--- src/rtl/rld.sv ---
// Run-length decoder: reads (count, value) byte pairs from memory port A and
// writes the expanded bytes back, packed little-endian into words.
// Optional build macro: RLD_ERROR_EN adds a sticky `error` output.
module rld (
    input  logic        clk,
    input  logic        nreset,
    input  logic        start,
    input  logic [31:0] rle_addr,
    input  logic [31:0] rle_size,
    input  logic [31:0] message_addr,
    output logic [31:0] message_size,
    output logic        done,
    output logic        port_A_clk,
    output logic [15:0] port_A_addr,
    output logic [31:0] port_A_data_in,
    input  logic [31:0] port_A_data_out,
    output logic        port_A_we
`ifdef RLD_ERROR_EN
    ,
    output logic        error
`endif
);

    typedef enum logic [3:0] {
        StIdle, StRdAddr, StRdWait, StRdLatch, StParse, StExpand, StWr, StFlush, StDone
    } state_e;

    state_e      r_state;
    logic [15:0] r_rd_addr;
    logic [15:0] r_wr_addr;
    logic [31:0] r_left;      // input bytes still to consume (even-truncated)
    logic [31:0] r_buf;
    logic [1:0]  r_idx;
    logic        r_buf_empty;
    logic        r_have_cnt;  // count byte taken, value byte pending
    logic [7:0]  r_count;
    logic [7:0]  r_value;
    logic [31:0] r_acc;
    logic [1:0]  r_acc_idx;
    logic [31:0] r_msize;
    logic        r_done;
    logic        r_we;
    logic [15:0] r_addr;
    logic [31:0] r_data;
`ifdef RLD_ERROR_EN
    logic        r_error;
`endif

    logic [7:0]  w_byte;
    logic [31:0] w_left_dec;
    logic        w_accept;
    state_e      w_after_pair;
    state_e      w_parse_next;
    logic        w_unused;

    assign w_byte     = r_buf[{r_idx, 3'b000} +: 8];
    assign w_left_dec = r_left - 32'd1;
    assign w_accept   = start && (r_state == StIdle || r_state == StDone);
    // Where to go once a run is finished: end, refill, or keep parsing.
    assign w_after_pair = (r_left == 32'd0) ? StFlush : (r_buf_empty ? StRdAddr : StParse);
    // Where to go after consuming a byte that does not start an expansion.
    assign w_parse_next = (w_left_dec == 32'd0) ? StFlush :
                          ((r_idx == 2'd3) ? StRdAddr : StParse);
    assign w_unused = ^{rle_addr[31:16], rle_addr[1:0], message_addr[31:16],
                        message_addr[1:0], rle_size[0]};

    assign port_A_clk     = clk;
    assign port_A_addr    = r_addr;
    assign port_A_data_in = r_data;
    assign port_A_we      = r_we;
    assign message_size   = r_msize;
    assign done           = r_done;
`ifdef RLD_ERROR_EN
    assign error          = r_error;
`endif

    // Decoder FSM with registered memory-port and status outputs.
    always_ff @(posedge clk) begin
        if (!nreset) begin
            r_state     <= StIdle;
            r_rd_addr   <= '0;
            r_wr_addr   <= '0;
            r_left      <= '0;
            r_buf       <= '0;
            r_idx       <= '0;
            r_buf_empty <= 1'b1;
            r_have_cnt  <= 1'b0;
            r_count     <= '0;
            r_value     <= '0;
            r_acc       <= '0;
            r_acc_idx   <= '0;
            r_msize     <= '0;
            r_done      <= 1'b0;
            r_we        <= 1'b0;
            r_addr      <= '0;
            r_data      <= '0;
`ifdef RLD_ERROR_EN
            r_error     <= 1'b0;
`endif
        end else begin
            r_we <= 1'b0;
            if (w_accept) begin
                r_msize     <= '0;
                r_done      <= 1'b0;
                r_rd_addr   <= {rle_addr[15:2], 2'b00};
                r_wr_addr   <= {message_addr[15:2], 2'b00};
                r_left      <= {rle_size[31:1], 1'b0};
                r_buf_empty <= 1'b1;
                r_have_cnt  <= 1'b0;
                r_idx       <= '0;
                r_acc       <= '0;
                r_acc_idx   <= '0;
                r_count     <= '0;
`ifdef RLD_ERROR_EN
                r_error     <= rle_size[0];
`endif
                r_state     <= (rle_size[31:1] == 31'd0) ? StFlush : StRdAddr;
            end else begin
                case (r_state)
                    StRdAddr: begin
                        r_addr  <= {r_rd_addr[15:2], 2'b00};
                        r_state <= StRdWait;
                    end
                    StRdWait: r_state <= StRdLatch;
                    StRdLatch: begin
                        r_buf       <= port_A_data_out;
                        r_idx       <= '0;
                        r_buf_empty <= 1'b0;
                        r_rd_addr   <= r_rd_addr + 16'd4;
                        r_state     <= StParse;
                    end
                    StParse: begin
                        r_left      <= w_left_dec;
                        r_idx       <= r_idx + 2'd1;
                        r_buf_empty <= (r_idx == 2'd3);
                        if (!r_have_cnt) begin
                            r_count    <= w_byte;
                            r_have_cnt <= 1'b1;
                            r_state    <= w_parse_next;
                        end else begin
                            r_value    <= w_byte;
                            r_have_cnt <= 1'b0;
                            if (r_count != 8'd0) begin
                                r_state <= StExpand;
                            end else begin
`ifdef RLD_ERROR_EN
                                r_error <= 1'b1;
`endif
                                r_state <= w_parse_next;
                            end
                        end
                    end
                    StExpand: begin
                        r_acc[{r_acc_idx, 3'b000} +: 8] <= r_value;
                        r_acc_idx <= r_acc_idx + 2'd1;
                        r_msize   <= r_msize + 32'd1;
                        r_count   <= r_count - 8'd1;
                        if (r_acc_idx == 2'd3) begin
                            r_state <= StWr;
                        end else if (r_count == 8'd1) begin
                            r_state <= w_after_pair;
                        end
                    end
                    StWr: begin
                        r_we      <= 1'b1;
                        r_addr    <= r_wr_addr;
                        r_data    <= r_acc;
                        r_acc     <= '0;
                        r_wr_addr <= r_wr_addr + 16'd4;
                        r_state   <= (r_count != 8'd0) ? StExpand : w_after_pair;
                    end
                    StFlush: begin
                        // Write any partial word first, then finish on the following edge.
                        if (r_acc_idx != 2'd0) begin
                            r_we      <= 1'b1;
                            r_addr    <= r_wr_addr;
                            r_data    <= r_acc;
                            r_acc     <= '0;
                            r_acc_idx <= '0;
                            r_wr_addr <= r_wr_addr + 16'd4;
                        end else begin
                            r_done  <= 1'b1;
                            r_state <= StDone;
                        end
                    end
                    default: ;
                endcase
            end
        end
    end

endmodule

--- config.mk ---
export PLATFORM = sky130hd
export DESIGN_NAME = rld
export DESIGN_NICKNAME = d
export VERILOG_FILES = /design/src/rtl/rld.sv
export SDC_FILE = /design/constraint.sdc
export NUM_CORES = 1
export LEC_CHECK = 0
export ABC_AREA = 1
export BUFFER_PORTS_ARGS = -buffer_cell sky130_fd_sc_hd__buf_2
export CAP_MARGIN = 40
export CORE_ASPECT_RATIO = 1.75
export CORE_MARGIN = 4
export CORE_UTILIZATION = 41
export DETAILED_ROUTE_END_ITERATION = 8
export HOLD_SLACK_MARGIN = 0.08
export SETUP_SLACK_MARGIN = 0.4
export SYNTH_ARGS = -nofsm -noshare
export SYNTH_HDL_FRONTEND = slang
export SYNTH_SLANG_ARGS = --single-unit
--- constraint.sdc ---
create_clock -name clk -period 2.75 [get_ports clk]
set_input_delay 0.4125 -clock clk [delete_from_list [all_inputs] [get_ports clk]]
set_output_delay 0.4125 -clock clk [all_outputs]
set_load 0.02 [all_outputs]
Word-level counts from Yosys, hierarchy flattened

Index checks and enable logic that the tools add are counted.

Output and inout bits: 83
Memories: 0
Memory bits (read-only): 0
Input port bits: 131
Bits in writable memories: 0
Logic and storage cells: 116
Bits in latches: 0
Bits in registers: 236

Multiplexer cells: 36
$add $sub $neg: 8
Bitwise gates (word level): 3
Shift-type cells: 3
Order comparisons: 0
Reduce and logical (&&, ||, !) cells: 30
Div/mod/pow operators: 0
Multiply operators: 0
Eq/ne operators: 16

Operators by type and width:

| kind                                                                    | number |
|---|---|
| 32-bit two-way mux                                                      | 4 |
| 32-bit case mux with 3 select lines                                     | 1 |
| 16-bit two-way mux                                                      | 5 |
| 32-bit zero test                                                        | 2 |
| 32-bit case mux with 2 select lines                                     | 1 |
| 16-bit case mux with 3 select lines                                     | 1 |
| 16-bit by 3-bit adder with 16-bit output (second input constant)        | 2 |
| 32-bit by 1-bit adder with 32-bit output (second input constant)        | 1 |
| 32-bit bitwise mux                                                      | 1 |
| 16-bit case mux with 2 select lines                                     | 1 |
| 8-bit by 7-bit variable shift with 32-bit output (first input constant) | 1 |
| 32-bit by 6-bit variable part select with 8-bit output                  | 1 |
| 8-bit by 7-bit variable part select with 32-bit output                  | 1 |
| 32-bit by 1-bit subtractor with 32-bit output (second input constant)   | 1 |
| 31-bit zero test                                                        | 1 |
| 4-bit case mux with 7 select lines                                      | 1 |
| 3-bit two-way mux                                                       | 8 |
| 4-bit by 3-bit equality test with 1-bit output (second input constant)  | 4 |
| 4-bit two-way mux                                                       | 4 |
| 8-bit case mux with 2 select lines                                      | 1 |
| 8-bit nonzero test                                                      | 2 |
| 2-bit AND reduction                                                     | 7 |
| 2-bit nonzero test                                                      | 7 |
| 3-bit AND reduction                                                     | 4 |
| 22 further kinds                                                        | 34 |

Longest topological paths before layout

Gate-level depths: netlist of run 1.

Word-level depth: 7
Depth in mapped cells: 19
Mapped depth without buffers: 18

==> out/results.ini, run 1 <==
[die]
io_pins = 214
dieArea_um2 = 30700
dieWidth_um = 134
rows = 80
die_h_um = 229
coreArea_um2 = 27300
initial_utilization = 0.418

[timing]
whs_ns = 0.0960
setup_viol = 0
setup_ws_ns = 0.537
rsz0062_at_grt = true
min_period_ns = 2.21
finalSetupTns_ns = 0
finClkSkew_ns = 0.0112
hold_viol = 0
fmax_ghz = 0.452
report.final.slew_viol_count = 0
period_share = 0.805
slew-limit-headroom = 0.535
tightest_slew_ns = 0.691

[synthesis]
ys.flop_type = dfxtp_1
syn_avg_cell_area_um2 = 6.90
ys_seq_elements = 230
synth.top_cell.area_share = 0.403
yosysTopAreaCell = dfxtp_1
synth_edf_count = 0
synthesis.area_um2 = 11400
ys_seq_area_frac = 0.403
yosys_warnings = 0
netlist_instances = 1654
synthArstFlopShare = 0
ys_types = 52
synth_area_leaders = dfxtp_1 40%, nand2_1 12%, nor2_1 6.7%

[global_route]
antenna_found_initial = 1
grt_max_degree = 65
grt_pass1_wl_mm = 55.9
grt_pass1_vias = 11311
grt_usage = 0.223
grt_overflow = 0

[hold_path]
whs_path_depth = 3
hold_path_class = in2reg

[finish]
syn_to_final_growth_pct = 26.4
post-route-util = 0.528
multi_input_area_um2 = 5930
seq_area_um2 = 4610
final_area_um2 = 14400
nets = 2031
layout-drive-gt1-share = 0.166
n_fill_cell = 2669

[routing]
drtIter0Drc = 627
ant_nets = 0
wirelength_mm = 35.1
first_pass_iters = 5
wire_per_inst_um = 15.4
vias = 11578
vias_per_cell = 5.09
remaining_drc_errors = 0

[critical_path]
cp.arrival_ns = 2.77
critPathRequiredTime_ns = 3.31
end_kind = flop
critPathKind = reg2reg
cp_max_fo = 5
r2r_cells = 14
startpoint_type = flop

[power_and_ir_drop]
p_leak_nw = 6.01
max-vdd-ir-drop_mv = 0.702
power.density_nw_per_um2 = 792

[clock_tree]
cts_tree = done
clk_latency_ns = 0.64
cts.clk_slew.worst_paths_ns = 0.06

[placement]
dp_slack_ns = 0.249
gp_congestion = 0.917
place_hpwl_mm = 24.8
port_buffers = 174
dpl-instance-area_um2 = 12600

[flow_run]
max_cap_violations = 0

[outcome]
status = completed

==> power breakdown <==
| group | total [mW] | leakage (nW) | switching (mW) | internal [mW] |
|---|---|---|---|---|
| Combinational | 3.79 | 3.72 | 2.51 | 1.28 |
| Sequential | 4.14 | 1.87 | 0.395 | 3.75 |
| Clock | 3.49 | 0.432 | 1.43 | 2.06 |
| Total | 11.4 | 6.01 | 4.33 | 7.09 |
==> final cells by class <==
| cell class | count | share of cell area |
|---|---|---|
| Sequential cell | 230 | 0.319 |
| Tap cell | 369 | 0.0320 |
| Clock buffer | 36 | 0.0535 |
| Timing Repair Buffer | 278 | 0.130 |
| Antenna cell | 1 | 0.000173 |
| Clock inverter | 11 | 0.00624 |
| Inverter | 181 | 0.0473 |
| Multi-Input combinational cell | 1169 | 0.411 |
==> flip-flops by register name, summed over array words and instances (netlist names), 2 cells and up <==
register / flops
r_acc: 32
r_acc_idx: 2
r_value: 8
r_idx: 2
r_left: 32
message_size: 32
port_A_data_in: 32
r_state: 4
r_count: 8
r_wr_addr: 14
port_A_addr: 14
r_buf: 32
r_rd_addr: 14
==> what timing repair did <==
item                                    CTS  global route
gates cloned                              0             2
gates resized for setup                   2            32
hold buffers                             79             0
pin swaps                                 1             4
setup buffers                             0             4
endpoints found under the hold margin    79             0
endpoints found under the setup margin    4            38
==> layout by cell type, fill, tap and decap left out, types with 4 or more instances in the layout <==
master / synthesis / layout
o22ai_1: 4 / 4
a21oi_1: 110 / 110
clkbuf_8: 0 / 4
xnor2_1: 11 / 11
nor4_1: 14 / 13
buf_2: 13 / 174
buf_4: 7 / 24
o21ai_0: 141 / 141
nand3b_1: 7 / 7
inv_1: 170 / 168
o21ai_2: 3 / 4
nor2_4: 5 / 10
o211ai_1: 5 / 5
nand4_1: 18 / 18
nor3_1: 54 / 52
clkbuf_16: 0 / 28
ha_1: 12 / 11
a211oi_1: 7 / 7
a31oi_1: 62 / 62
nor2_2: 9 / 15
nand3_1: 49 / 47
o221ai_1: 4 / 4
inv_2: 8 / 9
o21ai_1: 19 / 18
or2_2: 5 / 5
nand2_4: 3 / 4
dfxtp_1: 230 / 229
xor2_1: 26 / 26
nor2_1: 205 / 196
dlygate4sd3_1: 0 / 79
nand2_2: 5 / 6
nand2_1: 358 / 355
clkinv_2: 1 / 8
==> worst max-delay path: stages (launching register included) <==
cell,delay (ns)
dfxtp_1,0.37
nor2_2,0.18
nand2_1,0.16
nor2_2,0.17
nand2_1,0.09
nor2_1,0.20
xnor2_1,0.19
nand2_1,0.08
nor2_1,0.17
nand3_2,0.14
nand2_1,0.08
nand2_1,0.05
nand2_1,0.07
nand3_1,0.06
a21oi_1,0.13
==> metal layers <==
| layer | up-vias | wire length [um] | track usage |
|---|---|---|---|
| met2 | 239 | 19000 | 0.429 |
| li1 | 5911 | - | - |
| met5 | - | 0 | 0 |
| met3 | 81 | 1110 | 0.0275 |
| met1 | 5347 | 13500 | 0.235 |
| met4 | 0 | 1510 | 0.106 |
==> cell usage after synthesis (7+ instances only) <==
cell type  instances
a31oi_1           62
nor2_2             9
nor4_1            14
nand3_1           49
inv_2              8
xor2_1            26
nand3b_1           7
buf_4              7
xnor2_1           11
dfxtp_1          230
buf_2             13
o21ai_1           19
nor2_1           205
a21oi_1          110
inv_1            170
o21ai_0          141
ha_1              12
clkbuf_1          52
a211oi_1           7
nand2_1          358
nor3_1            54
nand4_1           18
==> through the flow <==
step | power [mW] | cells
floorplan | 6.71 | 1655
global placement | 7.66 | 2143
detailed placement | 7.70 | 2143
CTS | 11.3 | 2268
global route | 12.2 | 2274
finish | 11.4 | 2275
==> cell families (layout without fill, tap and decap cells) <==
logic type | count (synthesis) | count (layout) | synth area share
AND/OR/NAND/NOR | 743 | 745 | 0.285
AO/OA/AOI/OAI | 373 | 373 | 0.181
buffers and inverters | 258 | 506 | 0.0886
flip-flops | 230 | 230 | 0.403
XOR/XNOR | 37 | 37 | 0.0284
adder cells (fa/ha/maj) | 12 | 12 | 0.0131
other | 1 | 3 | 0.000328
==> path summary, 6_finish.rpt <==
kind / start / to / slack [ns]
max reg2reg: r_left[7] / r_state[0] / 0.54
min: rle_size[24] / r_left[24] / 0.1
min reg2reg: r_buf[6] / r_buf[6] / 0.45
max: r_left[7] / r_state[0] / 0.54
Note: power is estimated with default switching activity, not from simulation.
==> run 2, diff against run 1 <==
Clock period 2.75 ns to 1.8 ns, I/O delays scaled along.
==> run 2 against run 1 <==
Effect of this change:
- the run now ends with setup timing left
- routed wire length is 37% higher
- fmax grew 0.37%
- first-iteration DRC count up 50%
- clock power increased by 69%
- worst setup slack worse by 0.94 ns
- combinational power grew to 2.9 times the previous value
- die area stayed put
- clock skew increased by 0.016 ns
- core utilization is 20 points higher
- critical path type unchanged
- highest routed layer unchanged
==> out/results.ini, run 2 (same netlist as run 1, synthesis figures left out) <==
[outcome]
status = finished with violations
violations = setup timing

[power_and_ir_drop]
max-vdd-ir-drop_mv = 0.747  ; +6.3%
power.density_nw_per_um2 = 1160  ; +47%
pwr-share-seq = 0.276  ; -0.087
swShare = 0.378  ; -0.00142
p_total_mw = 23.2  ; +100%
combPwrFrac = 0.469  ; +0.137
switching_power_mw = 8.76  ; +100%
clkPwrFrac = 0.255  ; -0.050
p_leak_nw = 8.44  ; +40%
p_int_mw = 14.4  ; +100%

[die]
dieArea_um2 = 30700  ; unchanged
dieWidth_um = 134  ; unchanged
rows = 80  ; unchanged
io_pins = 214  ; unchanged
die_h_um = 229  ; unchanged
coreArea_um2 = 27300  ; unchanged
initial_utilization = 0.418  ; unchanged

[routing]
wire_per_inst_um = 18.4  ; +19%
first_pass_iters = 7  ; +2
remaining_drc_errors = 0  ; unchanged
ant_nets = 0  ; unchanged
drtIter0Drc = 942  ; +50%
vias_per_cell = 5.35  ; +5.2%
wirelength_mm = 47.9  ; +37%
vias = 13928  ; +20%

[critical_path]
end_kind = flop
startpoint_type = flop
critPathKind = reg2reg
cp_max_fo = 5  ; unchanged
critPathRequiredTime_ns = 2.37  ; -0.94 ns
cp.arrival_ns = 2.78  ; about the same

[timing]
min_period_ns = 2.21  ; -0.00821 ns
rsz0062_at_grt = true
slew-limit-headroom = 0.421  ; -0.114
finalSetupTns_ns = -24.48  ; -24.48 ns
hold_viol = 0  ; unchanged
tightest_slew_ns = 0.869  ; +0.177 ns
period_share = 1.23  ; +0.420
report.final.slew_viol_count = 0  ; unchanged
setup_viol = 194  ; +194
setup_ws_ns = -0.405  ; -0.942 ns
fmax_ghz = 0.453  ; +0.37%
finClkSkew_ns = 0.0275  ; +0.0163 ns
whs_ns = 0.157  ; +0.0611 ns

[global_route]
antenna_found_initial = 1  ; unchanged
grt_overflow = 0  ; unchanged
grt_pass1_wl_mm = 70.0  ; +25%
grt_max_degree = 64  ; -1.5%
grt_usage = 0.281  ; +0.0583
grt_pass1_vias = 13752  ; +22%

[finish]
layout-drive-gt1-share = 0.442  ; +0.276
syn_to_final_growth_pct = 74.9
layout_commonest_cell = nand2_1
layout_common_cells = 297 x nand2_1, 205 x dfxtp_1, 194 x buf_4
nets = 2356  ; +16%
fin_cells = 2601  ; +14%

[placement]
gp_congestion = 0.936  ; +2.1%
dpl.cell_count = 2299  ; +7.3%
port_buffers = 174  ; unchanged
place_hpwl_mm = 27.7  ; +12%

[hold_path]
hold_path_class = in2reg

[clock_tree]
cts_tree = done
clk_latency_ns = 0.66  ; +0.02 ns
cts.clk_slew.worst_paths_ns = 0.07  ; about the same

[flow_run]
max_cap_violations = 0  ; unchanged

==> run 2: cell count changes in the layout (fill, tap and decap cells not counted), moves of 17 or more <==
| cell | delta |
|---|---|
| nor2_1 | -64 |
| dfxtp_1 | -24 |
| nand2_2 | +45 |
| buf_6 | +81 |
| o21ai_0 | -89 |
| buf_4 | +170 |
| o21ai_2 | +68 |
| a21oi_1 | -67 |
| a21oi_2 | +65 |
| nor2_4 | +37 |
| nand2_1 | -58 |
| dfxtp_2 | +17 |
| buf_12 | +23 |
| nor2_2 | +26 |
==> run 2: path summary, 6_finish.rpt <==
path / to / slack, ns / start / cells past startpoint
worst min register to register: done / 0.47 / done / 1
worst max register to register: r_state[1] / -0.41 / r_left[1] / 12
worst min-delay path: r_state[1] / 0.16 / rle_size[22] / 6
worst max-delay path: r_state[1] / -0.41 / r_left[1] / 12
==> run 2: power by group through the flow <==
stage	combinational, mW	clock, mW	sequential [mW]
final	10.9	5.91	6.39
after global routing	11.6	6.23	6.46
after CTS	9.27	5.99	6.30
after detailed placement	7.16	0.0519	6.33
after global placement	7.11	0.0519	6.32
after floorplan	3.92	0.0649	6.41
==> run 2: final cells by class <==
cell class              instances  area, um^2
diodes                          1        2.50
clock buffers                  34         733
clock inverters                14         221
fillers                      1955        7350
inverters                     181         761
multi-input cells            1172        7640
flip-flops and latches        230        4660
well taps                     369         462
repair buffers                598        5480
repair inverters                2        15.0
==> run 2: routing by layer <==
metal	GRT usage	wire length, um	vias up
met4	0.154	3570	0
met1	0.294	16800	6602
met5	0	0	-
li1	-	-	6607
met3	0.0337	2040	218
met2	0.534	25500	501
==> run 2: metrics by stage <==
stage	setup WS [ns]	instance area, um^2	util
after CTS	-0.271	18200	0.667
after global placement	-0.402	14000	0.512
after global routing	-0.466	20000	0.731
after detailed placement	-0.416	14000	0.512
final	-0.405	20000	0.731
after floorplan	-0.0573	11600	-
==> run 2: what timing repair did <==
item | CTS | global route
hold endpoints to repair | 94 | 0
hold buffers | 92 | 0
cloned | 24 | 12
resized for setup | 400 | 306
pin swaps | 112 | 110
endpoints found under the setup margin | 311 | 310
setup buffers | 76 | 50
==> run 2: worst max-delay path, stage by stage, from the launching register on <==
cell and delay (ns):
dfxtp_4 0.37, inv_4 0.07, ha_4 0.18, nand2_8 0.09, nor2_4 0.18, nand2_2 0.11
nor2_1 0.17, nand3b_1 0.26, nor4_2 0.29, nor3_1 0.10, o21ai_1 0.10, nand2_1 0.08
a31oi_1 0.13
